**config.mk**
```make
export PLATFORM = sky130hd
export DESIGN_NAME = seq_div8x4_flat
export DESIGN_NICKNAME = d
export VERILOG_FILES = /design/src/rtl/seq_div8x4_pkg.sv /design/src/rtl/seq_div8x4_if.sv /design/src/rtl/seq_div8x4_div_step.sv /design/src/rtl/seq_div8x4.sv /design/src/flat_wrapper.sv
export SDC_FILE = /design/constraint.sdc
export NUM_CORES = 1
export LEC_CHECK = 0
export BUFFER_PORTS_ARGS = -buffer_cell sky130_fd_sc_hd__buf_2
export CORE_ASPECT_RATIO = 2
export CORE_MARGIN = 3
export CORE_UTILIZATION = 50
export CTS_CLUSTER_SIZE = 8
export DETAILED_ROUTE_END_ITERATION = 6
export PLACE_DENSITY_LB_ADDON = 0.2
export SLEW_MARGIN = 40
export SYNTH_ARGS = -nofsm -noshare
export SYNTH_HDL_FRONTEND = slang
export SYNTH_HIERARCHICAL = 1
export SYNTH_SLANG_ARGS = --single-unit
```
**constraint.sdc**
```tcl
create_clock -name blif_clk_net -period 3 [get_ports blif_clk_net]
set_input_delay 0.6 -clock blif_clk_net [delete_from_list [all_inputs] [get_ports blif_clk_net]]
set_output_delay 0.6 -clock blif_clk_net [all_outputs]
set_load 0.02 [all_outputs]
```
**src/rtl/seq_div8x4_pkg.sv**
```systemverilog
// rtl/seq_div8x4_pkg.sv - shared types and constants for the 8/4 sequential divider
package seq_div_pkg;

  localparam int DW    = 4;
  localparam int ITERS = DW;
  localparam int CW    = $clog2(ITERS);

  localparam logic [DW-1:0] Q_ERR = '1;

  typedef enum logic [1:0] {
    IDLE = 2'd0,
    RUN  = 2'd1,
    DONE = 2'd2
  } state_t;

endpackage

```
**src/rtl/seq_div8x4_if.sv**
```systemverilog
// rtl/seq_div8x4_if.sv - START/READY request and result bundle of the divider
interface seq_div8x4_if;
  import seq_div_pkg::*;

  logic            START;
  logic [2*DW-1:0] N;
  logic [DW-1:0]   D;
  logic [DW-1:0]   Q;
  logic [DW-1:0]   R;
  logic            READY;
  logic            OVF;
  logic            DIVZ;

  modport master (
    output START, N, D,
    input  Q, R, READY, OVF, DIVZ
  );

  modport slave (
    input  START, N, D,
    output Q, R, READY, OVF, DIVZ
  );

endinterface

```
**src/rtl/seq_div8x4_div_step.sv**
```systemverilog
// rtl/seq_div8x4_div_step.sv - one restoring-division iteration, purely combinational
module div_step
  import seq_div_pkg::*;
(
  input  logic [DW:0]   pr,
  input  logic          bit_in,
  input  logic [DW-1:0] dr,
  output logic [DW:0]   pr_next,
  output logic          q_bit
);

  logic [DW+1:0] shifted;
  logic [DW+1:0] diff;

  // One spare bit above the partial remainder makes the top bit of diff the borrow.
  always_comb begin
    shifted = {pr, bit_in};
    diff    = shifted - {2'b00, dr};
    q_bit   = ~diff[DW+1];
    pr_next = q_bit ? diff[DW:0] : shifted[DW:0];
  end

endmodule

```
**src/rtl/seq_div8x4.sv**
```systemverilog
// rtl/seq_div8x4.sv - sequential restoring divider, 8-bit dividend by 4-bit divisor
module seq_div8x4
  import seq_div_pkg::*;
(
  input  logic        blif_clk_net,
  input  logic        blif_reset_net,
  seq_div8x4_if.slave bus
);

  state_t        state;
  logic [CW-1:0] cnt;
  logic [DW:0]   pr;
  logic [DW-1:0] sq;
  logic [DW-1:0] dr;
  logic          err_divz;
  logic          err_ovf;

  logic [DW-1:0] q_r;
  logic [DW-1:0] r_r;
  logic          ovf_r;
  logic          divz_r;
  logic          ready_r;

  logic [DW:0]   pr_next;
  logic          q_bit;

  div_step u_step (
    .pr      (pr),
    .bit_in  (sq[DW-1]),
    .dr      (dr),
    .pr_next (pr_next),
    .q_bit   (q_bit)
  );

  always_ff @(posedge blif_clk_net or posedge blif_reset_net) begin
    if (blif_reset_net) begin
      state    <= IDLE;
      cnt      <= '0;
      pr       <= '0;
      sq       <= '0;
      dr       <= '0;
      err_divz <= 1'b0;
      err_ovf  <= 1'b0;
      q_r      <= '0;
      r_r      <= '0;
      ovf_r    <= 1'b0;
      divz_r   <= 1'b0;
      ready_r  <= 1'b1;
    end else begin
      case (state)
        IDLE, DONE: begin
          if (bus.START) begin
            cnt     <= '0;
            ready_r <= 1'b0;
            state   <= RUN;
            if (bus.D == '0) begin
              err_divz <= 1'b1;
              err_ovf  <= 1'b0;
            end else if (bus.N[2*DW-1:DW] >= bus.D) begin
              err_divz <= 1'b0;
              err_ovf  <= 1'b1;
            end else begin
              err_divz <= 1'b0;
              err_ovf  <= 1'b0;
              pr       <= {1'b0, bus.N[2*DW-1:DW]};
              sq       <= bus.N[DW-1:0];
              dr       <= bus.D;
            end
          end
        end
        RUN: begin
          // Error requests spend exactly one cycle here before reporting.
          if (err_divz || err_ovf) begin
            q_r      <= Q_ERR;
            r_r      <= '0;
            ovf_r    <= err_ovf;
            divz_r   <= err_divz;
            err_divz <= 1'b0;
            err_ovf  <= 1'b0;
            ready_r  <= 1'b1;
            state    <= DONE;
          end else begin
            pr  <= pr_next;
            sq  <= {sq[DW-2:0], q_bit};
            cnt <= cnt + CW'(1);
            if (cnt == CW'(ITERS-1)) begin
              q_r     <= {sq[DW-2:0], q_bit};
              r_r     <= pr_next[DW-1:0];
              ovf_r   <= 1'b0;
              divz_r  <= 1'b0;
              ready_r <= 1'b1;
              state   <= DONE;
            end
          end
        end
        default: begin
          ready_r <= 1'b1;
          state   <= IDLE;
        end
      endcase
    end
  end

  assign bus.Q     = q_r;
  assign bus.R     = r_r;
  assign bus.OVF   = ovf_r;
  assign bus.DIVZ  = divz_r;
  assign bus.READY = ready_r;

endmodule

```
**src/flat_wrapper.sv**
```systemverilog
// flat-port wrapper written by rule: the top's interface ports become plain ports
module seq_div8x4_flat import seq_div_pkg::*;
  (blif_clk_net, blif_reset_net, bus_START, bus_N, bus_D, bus_Q, bus_R, bus_READY, bus_OVF, bus_DIVZ);
  seq_div8x4_if bus_i ();
  input  logic blif_clk_net;
  input  logic blif_reset_net;
  input wire logic [$bits(bus_i.START)-1:0] bus_START;
  input wire logic [$bits(bus_i.N)-1:0] bus_N;
  input wire logic [$bits(bus_i.D)-1:0] bus_D;
  output wire logic [$bits(bus_i.Q)-1:0] bus_Q;
  output wire logic [$bits(bus_i.R)-1:0] bus_R;
  output wire logic [$bits(bus_i.READY)-1:0] bus_READY;
  output wire logic [$bits(bus_i.OVF)-1:0] bus_OVF;
  output wire logic [$bits(bus_i.DIVZ)-1:0] bus_DIVZ;
  assign bus_i.START = bus_START;
  assign bus_i.N = bus_N;
  assign bus_i.D = bus_D;
  assign bus_Q = bus_i.Q;
  assign bus_R = bus_i.R;
  assign bus_READY = bus_i.READY;
  assign bus_OVF = bus_i.OVF;
  assign bus_DIVZ = bus_i.DIVZ;
  seq_div8x4 u_core (.blif_clk_net(blif_clk_net), .blif_reset_net(blif_reset_net), .bus(bus_i));
endmodule
```
==> results_dict.tcl <==
set metrics [dict create \
    status "complete, no violations" \
    die_area_mm2 0.004243 \
    crit_type "flop to flop" \
    htree_levels 2 \
    io_buffers 25 \
    clock_path_buffers 2 \
    postRouteAntennaNets 0 \
    routed_via_density 6.489 \
    drtIter0Drc 46 \
    synth_most_common_cell "dfrtp_1" \
    die_y_um 89.17 \
    ys_warn_count 6 \
    crit_buf_inv 0 \
    syn-cell-area_mm2 0.001729 \
    synth_edf_count 0 \
    wire_per_inst_um 19.20 \
    place_congestion 0.8740 \
    synth_top_area_share_pct 41.97 \
    worstPathArrival_ps 2440 \
    hold_class "primary input to asynchronous set/reset pin" \
    layout_min_cycle_time_ps 2300 \
    first_global_vias 1489 \
    p_per_area_mw_per_mm2 1186 \
    first_pass_iters 4 \
    syn2layout_area_growth_pct 14.91 \
    syn_area_per_cell_um2 10.61 \
    worstPathRequired_ps 3140 \
    fin_skew_ps 8.168 \
    path_max_fanout 4 \
    synth_nets 188 \
    drc 0 \
    synth_cell_type_count 40 \
    p_leak_nw 0.9377 \
    slew_viol_final 0 \
    tightest_slew_ps 644.3 \
    grt_max_degree 31 \
    ys_top_cells_by_count "dfrtp_1 (29), inv_1 (13), nand2_1 (11)" \
    ios 26 \
    drive_gt1_share_pct 23.96 \
    synth_top_area_cell "dfrtp_1" \
    cts_resized 0 \
    hold_violations 0 \
    clk_latency_ps 280 \
    num-fill-cells 286 \
    crit_chain "ha_1, nor2b_1, o21a_1, o21ai_1, a22o_1, mux2_2, mux2i_1, a41oi_1" \
    cts.sinks 30 \
    setup_viol 0 \
    cts.clk_slew.worst_paths_ps 70 \
    cts_hold_buffers 0 \
    period_share_pct 76.68 \
    tritoncts "yes" \
    crit_family "compound AO/OA/AOI/OAI gates" \
    async_flop_share_pct 100.0 \
    initial_utilization_pct 53.55 \
    syn-instance-count 163 \
    grt_overflow_total 0 \
    grt_setup_unrepaired "false" \
    slew_headroom_pct 56.69 \
    hpwl_um 3216 \
    root_buffer "clkbuf_8" \
    std_cell_rows 29 \
    core_mm2 0.003229 \
    finalSetupTns_ps 0 \
    drv_cap 0 \
    irDropWorstVdd_v 0.0005773 \
    seq_area_frac_synth_pct 43.49 \
    post_cts_buffers 0 \
    critPathLaunchType "flop" \
    grt_pass1_wl_um 6975 \
    cpPeakStageDelay_ps 430 \
    ys.flop_type "dfrtp_1" \
    antenna_found_initial 0 \
    grt_usage_pct 23.40 \
    layout.nets 216 \
    finalPower_mw 2.356 \
    ys_ff_latch 30 \
    slowest_stage "dfrtp_1" \
    wl_um 4282 \
    vias 1447 \
    worst_setup_path_end_kind "flop" \
    diodes 0 \
    fp.dieW_um 47.59 \
    max_freq_mhz 434.7 \
    r2r_slack_ps 700 \
    numCtsBuffers 5 \
    synth_area_leaders "dfrtp_1 (42%), ha_1 (6.5%), mux2i_1 (5.2%)" \
]
-- per-stage QoR --
stage | utilization (%) | instance area [um2] | worst slack [ps] | hold WS, ps | cells
6_report | 61.53 | 1987 | 699.6 | 382.1 | 223
5_1_grt | 61.53 | 1987 | 535.2 | 416.6 | 223
4_1_cts | 61.53 | 1987 | 688.3 | 382.9 | 223
3_5_place_dp | 58.70 | 1896 | 696.9 | 480.8 | 215
3_3_place_gp | 58.70 | 1896 | 787.4 | 482.1 | 215
2_1_floorplan | - | 1729 | 892.9 | 465.2 | 163
-- power by group --
part	switching, mW	internal (mW)	total (mW)	leakage (nW)
Combinational	0.738	0.560	1.30	0.541
Clock	0.147	0.185	0.332	0.0482
Sequential	0.140	0.586	0.726	0.348
Total	1.03	1.33	2.36	0.938
-- worst reg2reg max path, stage by stage (launching register included) --
cell and delay (ps):
dfrtp_1 430, ha_1 300, nor2b_1 150, o21a_1 210, o21ai_1 160, a22o_1 260, mux2_2 380, mux2i_1 150
a41oi_1 130
-- logic make-up after synthesis --
group | count (synthesis) | synth area share [%]
and+or+nand+nor | 37 | 11.22
xor gates and xnor gates | 2 | 1.013
DFF | 30 | 43.49
AOI/OAI and AO/OA | 48 | 22.72
buffers and inverters | 21 | 4.775
adders and majority gates | 10 | 7.670
muxes | 15 | 9.117
-- flip-flops by register name (all words and copies together), names as in the netlist, 2 cells and up --
register / flops
u_core/cnt: 2
u_core/dr: 4
u_core/bus.Q: 4
u_core/sq: 4
u_core/state: 2
u_core/pr: 5
u_core/bus.R: 4
-- per-layer routing --
| metal | GRT usage (%) | wire length (um) | part of all wire, % |
|---|---|---|---|
| met3 | 3.831 | 180 | 4.2 |
| met4 | 15.44 | 193 | 4.5 |
| met1 | 26.17 | 1575 | 37 |
| met2 | 38.63 | 2332 | 54 |
| met5 | 0 | 0 | 0 |
-- layout make-up --
class / instances / area (um2) / share of cell area (%)
flip-flops and latches: 30 / 752.0 / 37.85
repair buffers: 29 / 155.1 / 7.809
clock inverters: 1 / 5.005 / 0.2519
clock buffers: 7 / 86.33 / 4.345
inverters: 13 / 48.80 / 2.456
well taps: 31 / 38.79 / 1.952
multi-input cells: 112 / 900.9 / 45.34
-- final timing paths --
kind | startpoint | endpoint | cells after the start
worst min register to register | u_core/bus.OVF | u_core/bus.OVF | 1
min in group blif_clk_net | u_core/bus.OVF | u_core/bus.OVF | 1
max in group asynchronous | blif_reset_net | u_core/bus.READY | 3
worst max-delay path | u_core/pr[0] | u_core/pr[2] | 8
worst min-delay path | blif_reset_net | u_core/bus.R[2] | 3
worst max register to register | u_core/pr[0] | u_core/pr[2] | 8
-- placed cells by master (no fill, tap or decap), drive strengths merged, types with 2 or more instances in the layout --
cell    Yosys  layout
mux2i       9       9
nand2      11      11
nand2b      5       5
ha          9       9
mux2        6       6
o22a        4       4
nor4        2       2
buf         4      29
nor2b       2       2
a41oi       8       8
dfrtp      29      29
a22o        8       8
a211oi      2       2
xor2        2       2
o21ai       3       3
nor3        3       3
inv        13      13
a21oi       5       5
clkbuf      4       7
nor2        6       6
a21o        3       3
nand3       4       4
a311oi      8       8
Power figures use the tool's default switching activity.
